<file path="src/rtl/chunked_ripple_adder.sv">
// chunked_ripple_adder: WIDTH-bit add/subtract computed CHUNK bits per clock,
// LSB chunk first, with the inter-chunk carry held in a register. Operands are
// accepted and results delivered through valid/ready handshakes.
//
// state | meaning
// ------+----------------------------------------------------------------
// IDLE  | ready for operands; sum/cout/overflow keep the last result
// RUN   | one chunk added per edge; sum is partially written
// DONE  | result valid and held until the consumer takes it
module chunked_ripple_adder #(
   parameter int WIDTH = 32,
   parameter int CHUNK = 4
) (
   input  logic             clk,
   input  logic             rst,
   input  logic             in_valid,
   output logic             in_ready,
   input  logic [WIDTH-1:0] a,
   input  logic [WIDTH-1:0] b,
   input  logic             cin,
   input  logic             sub,
   output logic             out_valid,
   input  logic             out_ready,
   output logic [WIDTH-1:0] sum,
   output logic             cout,
   output logic             overflow
);

   localparam int NCHUNK = WIDTH / CHUNK;
   // A one-chunk configuration still needs a one-bit index to stay legal.
   localparam int IW     = (NCHUNK > 1) ? $clog2(NCHUNK) : 1;

   typedef enum logic [1:0] {
      S_IDLE = 2'd0,
      S_RUN  = 2'd1,
      S_DONE = 2'd2
   } state_t;

   state_t           state_q, state_d;
   logic [WIDTH-1:0] a_q, a_d;
   logic [WIDTH-1:0] b_q, b_d;
   logic [WIDTH-1:0] sum_q, sum_d;
   logic             carry_q, carry_d;
   logic             cout_q, cout_d;
   logic             ovf_q, ovf_d;
   logic [IW-1:0]    idx_q, idx_d;

   logic             last_chunk;
   logic [CHUNK-1:0] ch_a, ch_b, ch_s;
   logic             c_run, c_msb_in, c_out;

   assign last_chunk = (idx_q == IW'(NCHUNK - 1));

   // State register
   always_ff @(posedge clk) begin
      if (rst) state_q <= S_IDLE;
      else     state_q <= state_d;
   end

   // Next-state logic
   always_comb begin
      state_d = state_q;
      case (state_q)
         S_IDLE:  if (in_valid)   state_d = S_RUN;
         S_RUN:   if (last_chunk) state_d = S_DONE;
         S_DONE:  if (out_ready)  state_d = S_IDLE;
         default: state_d = S_IDLE;
      endcase
   end

   // Handshake outputs are pure decodes of the state register
   always_comb begin
      in_ready  = 1'b0;
      out_valid = 1'b0;
      case (state_q)
         S_IDLE:  in_ready  = 1'b1;
         S_DONE:  out_valid = 1'b1;
         default: ;
      endcase
   end

   // Select the operand chunk addressed by the chunk index
   always_comb begin
      ch_a = '0;
      ch_b = '0;
      for (int k = 0; k < NCHUNK; k++) begin
         if (idx_q == IW'(k)) begin
            ch_a = a_q[k*CHUNK +: CHUNK];
            ch_b = b_q[k*CHUNK +: CHUNK];
         end
      end
   end

   // CHUNK-cell ripple chain; the carry into the top cell feeds overflow
   always_comb begin
      c_run    = carry_q;
      c_msb_in = carry_q;
      ch_s     = '0;
      for (int i = 0; i < CHUNK; i++) begin
         if (i == CHUNK - 1) c_msb_in = c_run;
         ch_s[i] = ch_a[i] ^ ch_b[i] ^ c_run;
         c_run   = (ch_a[i] & ch_b[i]) | (c_run & (ch_a[i] ^ ch_b[i]));
      end
      c_out = c_run;
   end

   // Datapath next-state: capture on acceptance, accumulate chunks in RUN
   always_comb begin
      a_d     = a_q;
      b_d     = b_q;
      sum_d   = sum_q;
      carry_d = carry_q;
      cout_d  = cout_q;
      ovf_d   = ovf_q;
      idx_d   = idx_q;
      case (state_q)
         S_IDLE: begin
            if (in_valid) begin
               a_d     = a;
               b_d     = sub ? ~b : b;
               carry_d = sub ? 1'b1 : cin;
               sum_d   = '0;
               cout_d  = 1'b0;
               ovf_d   = 1'b0;
               idx_d   = '0;
            end
         end
         S_RUN: begin
            for (int k = 0; k < NCHUNK; k++) begin
               if (idx_q == IW'(k)) sum_d[k*CHUNK +: CHUNK] = ch_s;
            end
            carry_d = c_out;
            if (last_chunk) begin
               idx_d  = '0;
               cout_d = c_out;
               ovf_d  = c_msb_in ^ c_out;
            end else begin
               idx_d  = idx_q + IW'(1);
            end
         end
         default: ;
      endcase
   end

   // Datapath registers
   always_ff @(posedge clk) begin
      if (rst) begin
         a_q     <= '0;
         b_q     <= '0;
         sum_q   <= '0;
         carry_q <= 1'b0;
         cout_q  <= 1'b0;
         ovf_q   <= 1'b0;
         idx_q   <= '0;
      end else begin
         a_q     <= a_d;
         b_q     <= b_d;
         sum_q   <= sum_d;
         carry_q <= carry_d;
         cout_q  <= cout_d;
         ovf_q   <= ovf_d;
         idx_q   <= idx_d;
      end
   end

   assign sum      = sum_q;
   assign cout     = cout_q;
   assign overflow = ovf_q;

endmodule

</file>
<file path="config.mk">
export PLATFORM = sky130hd
export DESIGN_NAME = chunked_ripple_adder
export DESIGN_NICKNAME = d
export VERILOG_FILES = /design/src/rtl/chunked_ripple_adder.sv
export SDC_FILE = /design/constraint.sdc
export NUM_CORES = 1
export LEC_CHECK = 0
export ABC_AREA = 1
export CAP_MARGIN = 20
export CORE_MARGIN = 2
export CORE_UTILIZATION = 44
export CTS_BUF_LIST = sky130_fd_sc_hd__clkbuf_16
export DETAILED_ROUTE_END_ITERATION = 7
export HOLD_SLACK_MARGIN = 0.12
export MAX_ROUTING_LAYER = met4
export PLACE_DENSITY = 0.68
export SYNTH_ARGS = -nofsm -noshare
export SYNTH_HDL_FRONTEND = slang
export SYNTH_SLANG_ARGS = --single-unit
</file>
<file path="constraint.sdc">
create_clock -name clk -period 4.1 [get_ports clk]
set_input_delay 0.41 -clock clk [delete_from_list [all_inputs] [get_ports clk]]
set_output_delay 0.41 -clock clk [all_outputs]
set_load 0.02 [all_outputs]
</file>
; ---- After elaboration in Yosys (flattened, before gate mapping)
; Cells that the tools add are included.
[totals]
latchBits = 0
register_bits = 104
output_inout_bits = 36
elab_cells = 115
rom_bits = 0
mem_count = 0
mem_bits_rw = 0
[op_classes]
shift = 0
mul = 0
div = 0
addsub = 1
eq_ne = 19
bitwise = 22
reduce_logical = 14
mux = 44
magnitude_cmp = 0
[op_table]
columns = cell, n
row1 = 2-to-1 mux 4 bit, 24
row2 = 2-to-1 mux 32 bit, 2
row3 = one-hot mux 32 bit (2 select lines), 1
row4 = NOT 32 bit, 1
row5 = AND reduction 3 bit, 9
row6 = "inequality test 2 bit, second input constant", 10
row7 = "== test 3 bit, second input constant", 4
row8 = XOR 1 bit, 9
row9 = AND 1 bit, 8
row10 = 2-to-1 mux 1 bit, 7
row11 = "== test 3 x 2 -> 1 bit, second input constant", 2
row12 = 2-to-1 mux 2 bit, 3
row13 = 2-to-1 mux 3 bit, 2
row14 = one-hot mux 1 bit (2 select lines), 3
row15 = one-hot mux 2 bit (3 select lines), 1
row16 = one-hot mux 3 bit (2 select lines), 1
row17 = bitwise OR 1 bit, 4
row18 = AND reduction 2 bit, 2
row19 = "adder 3 x 1 -> 3 bit, second input constant", 1
row20 = "== test 3 x 1 -> 1 bit, second input constant", 1
row21 = logical NOT 3 bit, 1
row22 = "== test 2 x 1 -> 1 bit, second input constant", 1
row23 = "== test 2 bit, second input constant", 1
row24 = logical NOT 2 bit, 1
row25 = nonzero test 2 bit, 1

; ---- Logic depth before layout (Yosys ltp)
[depth]
word_depth = 21
depth_mapped = 21

; ---- Least setup slack after synthesis
; Ideal clock, no wire load.
[synth_timing]
path_kind = register to register
startpoint = register idx_q[2]
endpoint = register sum_q[11] (netlist: sum[11])
t_required_ps = 4036
stages_incl_launch_ff = 20
synth_period_minus_slack_ps = 3343
slack_ps = 757
setup_time_ps = 64
arrival_time_ps = 3278
path_cell_list = dfxtp_1 -> buf_4 -> inv_4 -> ha_1 -> buf_2 -> inv_1 -> o211ai_1 -> nand2_1 -> nand2_1 -> nand2_1 -> nand2_1 -> nand2_1 -> fa_1 -> inv_1 -> fa_1 -> fa_1 -> fa_1 -> nor2_1 -> o21ai_0 -> nor2_1
[synth_via]
elab_chain_cells = 19
word_cells_on_any_way = 42
[synth_lines]
columns = item, line
row1 = start: declaration, 46  ; logic [IW-1:0] idx_q, idx_d;
row2 = start signal: assignment, 162  ; idx_q <= idx_d;
row3 = logical NOT 3 bit, 87  ; if (idx_q == IW'(k)) begin
row4 = 2-to-1 mux 4 bit (8 in series), 87
row5 = XOR 1 bit, 102  ; c_run = (ch_a[i] & ch_b[i]) | (c_run & (ch_a[i] ^ ch_b[i]));
row6 = AND 1 bit, 102
row7 = bitwise OR 1 bit, 102
row8 = AND 1 bit, 102
row9 = bitwise OR 1 bit, 102
row10 = AND 1 bit, 102
row11 = bitwise OR 1 bit, 102
row12 = XOR 1 bit, 101  ; ch_s[i] = ch_a[i] ^ ch_b[i] ^ c_run;
row13 = 2-to-1 mux 4 bit, 130  ; if (idx_q == IW'(k)) sum_d[k*CHUNK +: CHUNK] = ch_s;
row14 = one-hot mux 32 bit (2 select lines), 116  ; case (state_q)
row15 = end signal: assignment, 158  ; sum_q <= sum_d;
row16 = end: declaration, 42  ; logic [WIDTH-1:0] sum_q, sum_d;
; Several ways; a longest one is shown, not always the timed one. The select of a mux whose other input is x is not followed.
; A chain may end at the register's enable or synchronous reset.

; ---- Final worst setup path
[layout_timing]
startpoint = register idx_q[1]
endpoint = register ovf_q (netlist: overflow)
[layout_via]
elab_chain_cells = 21
word_cells_on_any_way = 45
[layout_lines]
columns = item, line
row1 = logical NOT 3 bit, 87
row2 = 2-to-1 mux 4 bit (8 in series), 87
row3 = XOR 1 bit, 102
row4 = AND 1 bit, 102
row5 = bitwise OR 1 bit, 102
row6 = AND 1 bit, 102
row7 = bitwise OR 1 bit, 102
row8 = AND 1 bit, 102
row9 = bitwise OR 1 bit, 102
row10 = AND 1 bit, 102
row11 = bitwise OR 1 bit, 102
row12 = XOR 1 bit, 136  ; ovf_d = c_msb_in ^ c_out;
row13 = 2-to-1 mux 1 bit, 133  ; if (last_chunk) begin
row14 = one-hot mux 1 bit (2 select lines), 116
row15 = end signal: assignment, 161  ; ovf_q <= ovf_d;
row16 = end: declaration, 45  ; logic ovf_q, ovf_d;
; Several ways; a longest one is shown, not always the timed one. The select of a mux whose other input is x is not followed.

==> Implementation_results.wiki <==
{| class="wikitable"
! Metric !! Value
|-
| Fmax || 271.9 MHz
|-
| Synth top area cells || sky130_fd_sc_hd__dfxtp_1 (42%), sky130_fd_sc_hd__nor2_1 (11%), sky130_fd_sc_hd__o21ai_0 (9.5%)
|-
| Cell type contributing the most total cell area after synthesis || sky130_fd_sc_hd__dfxtp_1
|-
| Sum of negative setup slack || 0 ps
|-
| FP Rows || 38
|-
| Final worst clock skew || 11.32 ps
|-
| Most frequent cells in the layout || sky130_fd_sc_hd__nor2_1 (148), sky130_fd_sc_hd__dfxtp_1 (104), sky130_fd_sc_hd__clkdlybuf4s50_1 (104), sky130_fd_sc_hd__o21ai_0 (93), sky130_fd_sc_hd__nand2_1 (90)
|-
| Post-synthesis cell area || 0.004912 sq mm
|-
| Status || completed
|-
| Number of warnings printed during yosys synthesis || 0
|-
| Clock-pin slew on the worst setup and hold paths || 70 ps
|-
| # port buffers || 105
|-
| Final-report hold violation count || 0
|-
| Instance count of the mapped netlist || 682
|-
| Crit-path max cell delay || 470 ps
|-
| Final global-route overflow total || 0
|-
| Final Setup Violations || 0
|-
| Worst hold path class || reg -> reg
|-
| Vias in the first global route || 4,353
|-
| Ratio of total power to cell area || 393.8 mW/mm^2
|-
| Half-perimeter wire length of the detailed placement result || 9.235 mm
|-
| Worst-Skew Late Latency || 340 ps
|-
| H-tree depth || 3
|-
| Final worst path period share || 89.69%
|-
| Num CTS Buffers || 9
|-
| Data required time of the worst path || 4330 ps
|-
| Worst ir drop on vdd || 0.2030 mV
|-
| Average instance area after synthesis || 7.203 sq um
|-
| Detailed Routing Iterations Pass 1 || 5
|-
| Slowest CP cell || sky130_fd_sc_hd__fa_1
|-
| Unrepaired setup endpoints after global routing || false
|-
| Setup WS pre-CTS || 230.4 ps
|-
| Register area share after synthesis || 42.38%
|-
| CTS sink count || 104
|-
| Post CTS Setup Buffer Count || 0
|-
| Clock period minus worst slack || 3677 ps
|-
| Crit path setup slack, layout || 422.8 ps
|-
| Setup crit start kind || register
|-
| Die outline height || 109.7 um
|-
| Fin util || 58.02%
|-
| Synthesized netlist net count || 762
|-
| Actual transition at the worst max-transition pin || 865.4 ps
|-
| Maximum capacitance violations || 0
|-
| Smallest hold slack || 458.7 ps
|-
| Gpl congestion || 0.9056
|-
| Most common cell after layout, fill and taps aside || sky130_fd_sc_hd__nor2_1
|-
| Post-detailed-route DRC marker count || 0
|-
| Worst setup path class || reg -> reg
|-
| # nets final || 851
|-
| DIE AREA || 0.01203 sq mm
|-
| Diode count || 0
|-
| Synth-to-layout area growth || 28.60%
|-
| Vias per inst || 4.910
|-
| WL per Instance || 13.32 um
|-
| Number of antenna violations at the first check in global routing || 0
|-
| Routed WL || 12.20 mm
|-
| Initial DRC count || 272
|-
| Starting density of the core || 45.12%
|-
| Arrival time reported for the critical path endpoint || 3900 ps
|-
| TritonCTS clock tree || yes
|-
| Largest buffer count on any clock path || 2
|-
| Most common cell type on the critical path || sky130_fd_sc_hd__fa_1
|-
| Root buffer cell || sky130_fd_sc_hd__clkbuf_16
|-
| Core Box Area || 0.01089 sq mm
|-
| I/O pin count || 106
|-
| Proportion of layout cells with a drive suffix above 1 || 6.830%
|-
| Global-route wire length before repair || 20.11 mm
|-
| Leakage || 2.639 nW
|-
| Critical path, cell by cell || inv_1 -> ha_1 -> inv_1 -> nor2_4 -> nand2_1 -> nand3_1 -> nand3_1 -> nand3_1 -> nand2_1 -> nand2_1 -> a21oi_1 -> fa_1 -> inv_1 -> fa_1 -> fa_1 -> fa_1 -> xnor2_1 -> nor2_1 -> a21oi_1 -> nor2_1
|-
| Area share of the largest cell type after synthesis || 42.38%
|-
| Maximum number of pins on one net before global-route repair || 73
|-
| Vias after detailed routing || 4,498
|-
| Total count of max-transition violations in the final report || 0
|-
| FF+latch count, synth || 104
|-
| Die W || 109.7 um
|-
| Top fanout value on the critical path || 9
|-
| Filler cell count || 1,062
|-
| Unique masters post-synth || 28
|-
| Global Route Usage Sum || 22.03%
|-
| Slew HR || 42.30%
|-
| CP Capture Type || register
|-
| Count of antenna-violating nets left after detailed routing || 0
|}
logic make-up after synthesis:
family,Yosys count,share of synthesized area [%]
buffers and inverters,104,9.017
adder cells (fa/ha/maj),10,3.158
XOR/XNOR,33,5.884
AO/OA/AOI/OAI,160,17.68
flip-flops,104,42.38
AND/OR/NAND/NOR,271,21.88
routing by layer:
metal	global-route usage (%)	vias to the layer above	wire length, um
li1	-	2334	-
met1	27.23	2036	5523
met2	36.77	114	5806
met3	3.260	14	683
met4	7.685	0	184
met5	-	-	0
power by group:
group / internal, W / switching (W) / total, W
Clock: 0.000419 / 0.000396 / 0.000815
Combinational: 0.000230 / 0.000293 / 0.000523
Sequential: 0.00110 / 0.0000490 / 0.00115
final timing paths:
kind	depth (start not counted)	slack, ps	end	from
worst min register to register	2	460	b_q[25]	b_q[25]
worst max-delay path	20	420	overflow	idx_q[1]
worst max register to register	20	420	overflow	idx_q[1]
worst min-delay path	2	460	b_q[25]	b_q[25]
state kept, by name, indices dropped and copies added, names as in the netlist:
name	cells
a_q	32
b_q	32
sum	32
idx_q	3
state_q	2
carry_q	1
cout	1
overflow	1
stage by stage:
stage          total power [W]  std cells  instance area [sq um]
2_1_floorplan         0.001478        682                   4912
3_3_place_gp          0.001683        900                   6032
3_5_place_dp          0.001694        900                   6032
4_1_cts               0.002502        916                   6310
5_1_grt               0.002612        916                   6317
6_report              0.002488        916                   6317
final cells by class:
cell class / count / area [sq um] / area share (%)
flip-flops and latches: 104 / 2082 / 32.96
clock buffers: 9 / 225.2 / 3.565
well taps: 140 / 175.2 / 2.773
multi-input cells: 474 / 2395 / 37.91
clock inverters: 7 / 52.55 / 0.8318
repair buffers: 115 / 1134 / 17.94
inverters: 67 / 254.0 / 4.021
worst max-delay path: cells and delay by family (launching register included):
family,cells,cell delay [ps]
fa+ha+maj,5,1700
compound gates,2,280
flops,1,380
simple gates,9,640
xor+xnor,1,210
buf+inv,3,360
synth_stat cells (all sizes together):
library cell / instances
ha: 6
xor2: 19
buf: 17
a211oi: 13
nor2: 152
nand2: 93
a21boi: 2
a31oi: 1
xnor2: 14
o21ai: 96
fa: 4
o211ai: 1
inv: 67
clkbuf: 20
a21oi: 47
nand3: 22
or2: 4
dfxtp: 104
what timing repair did:
item                                    CTS  global route
gates resized for setup                   0             2
endpoints found under the setup margin    0             8
hold buffers                              0             0
No activity file was read; power rests on OpenSTA's default activity.
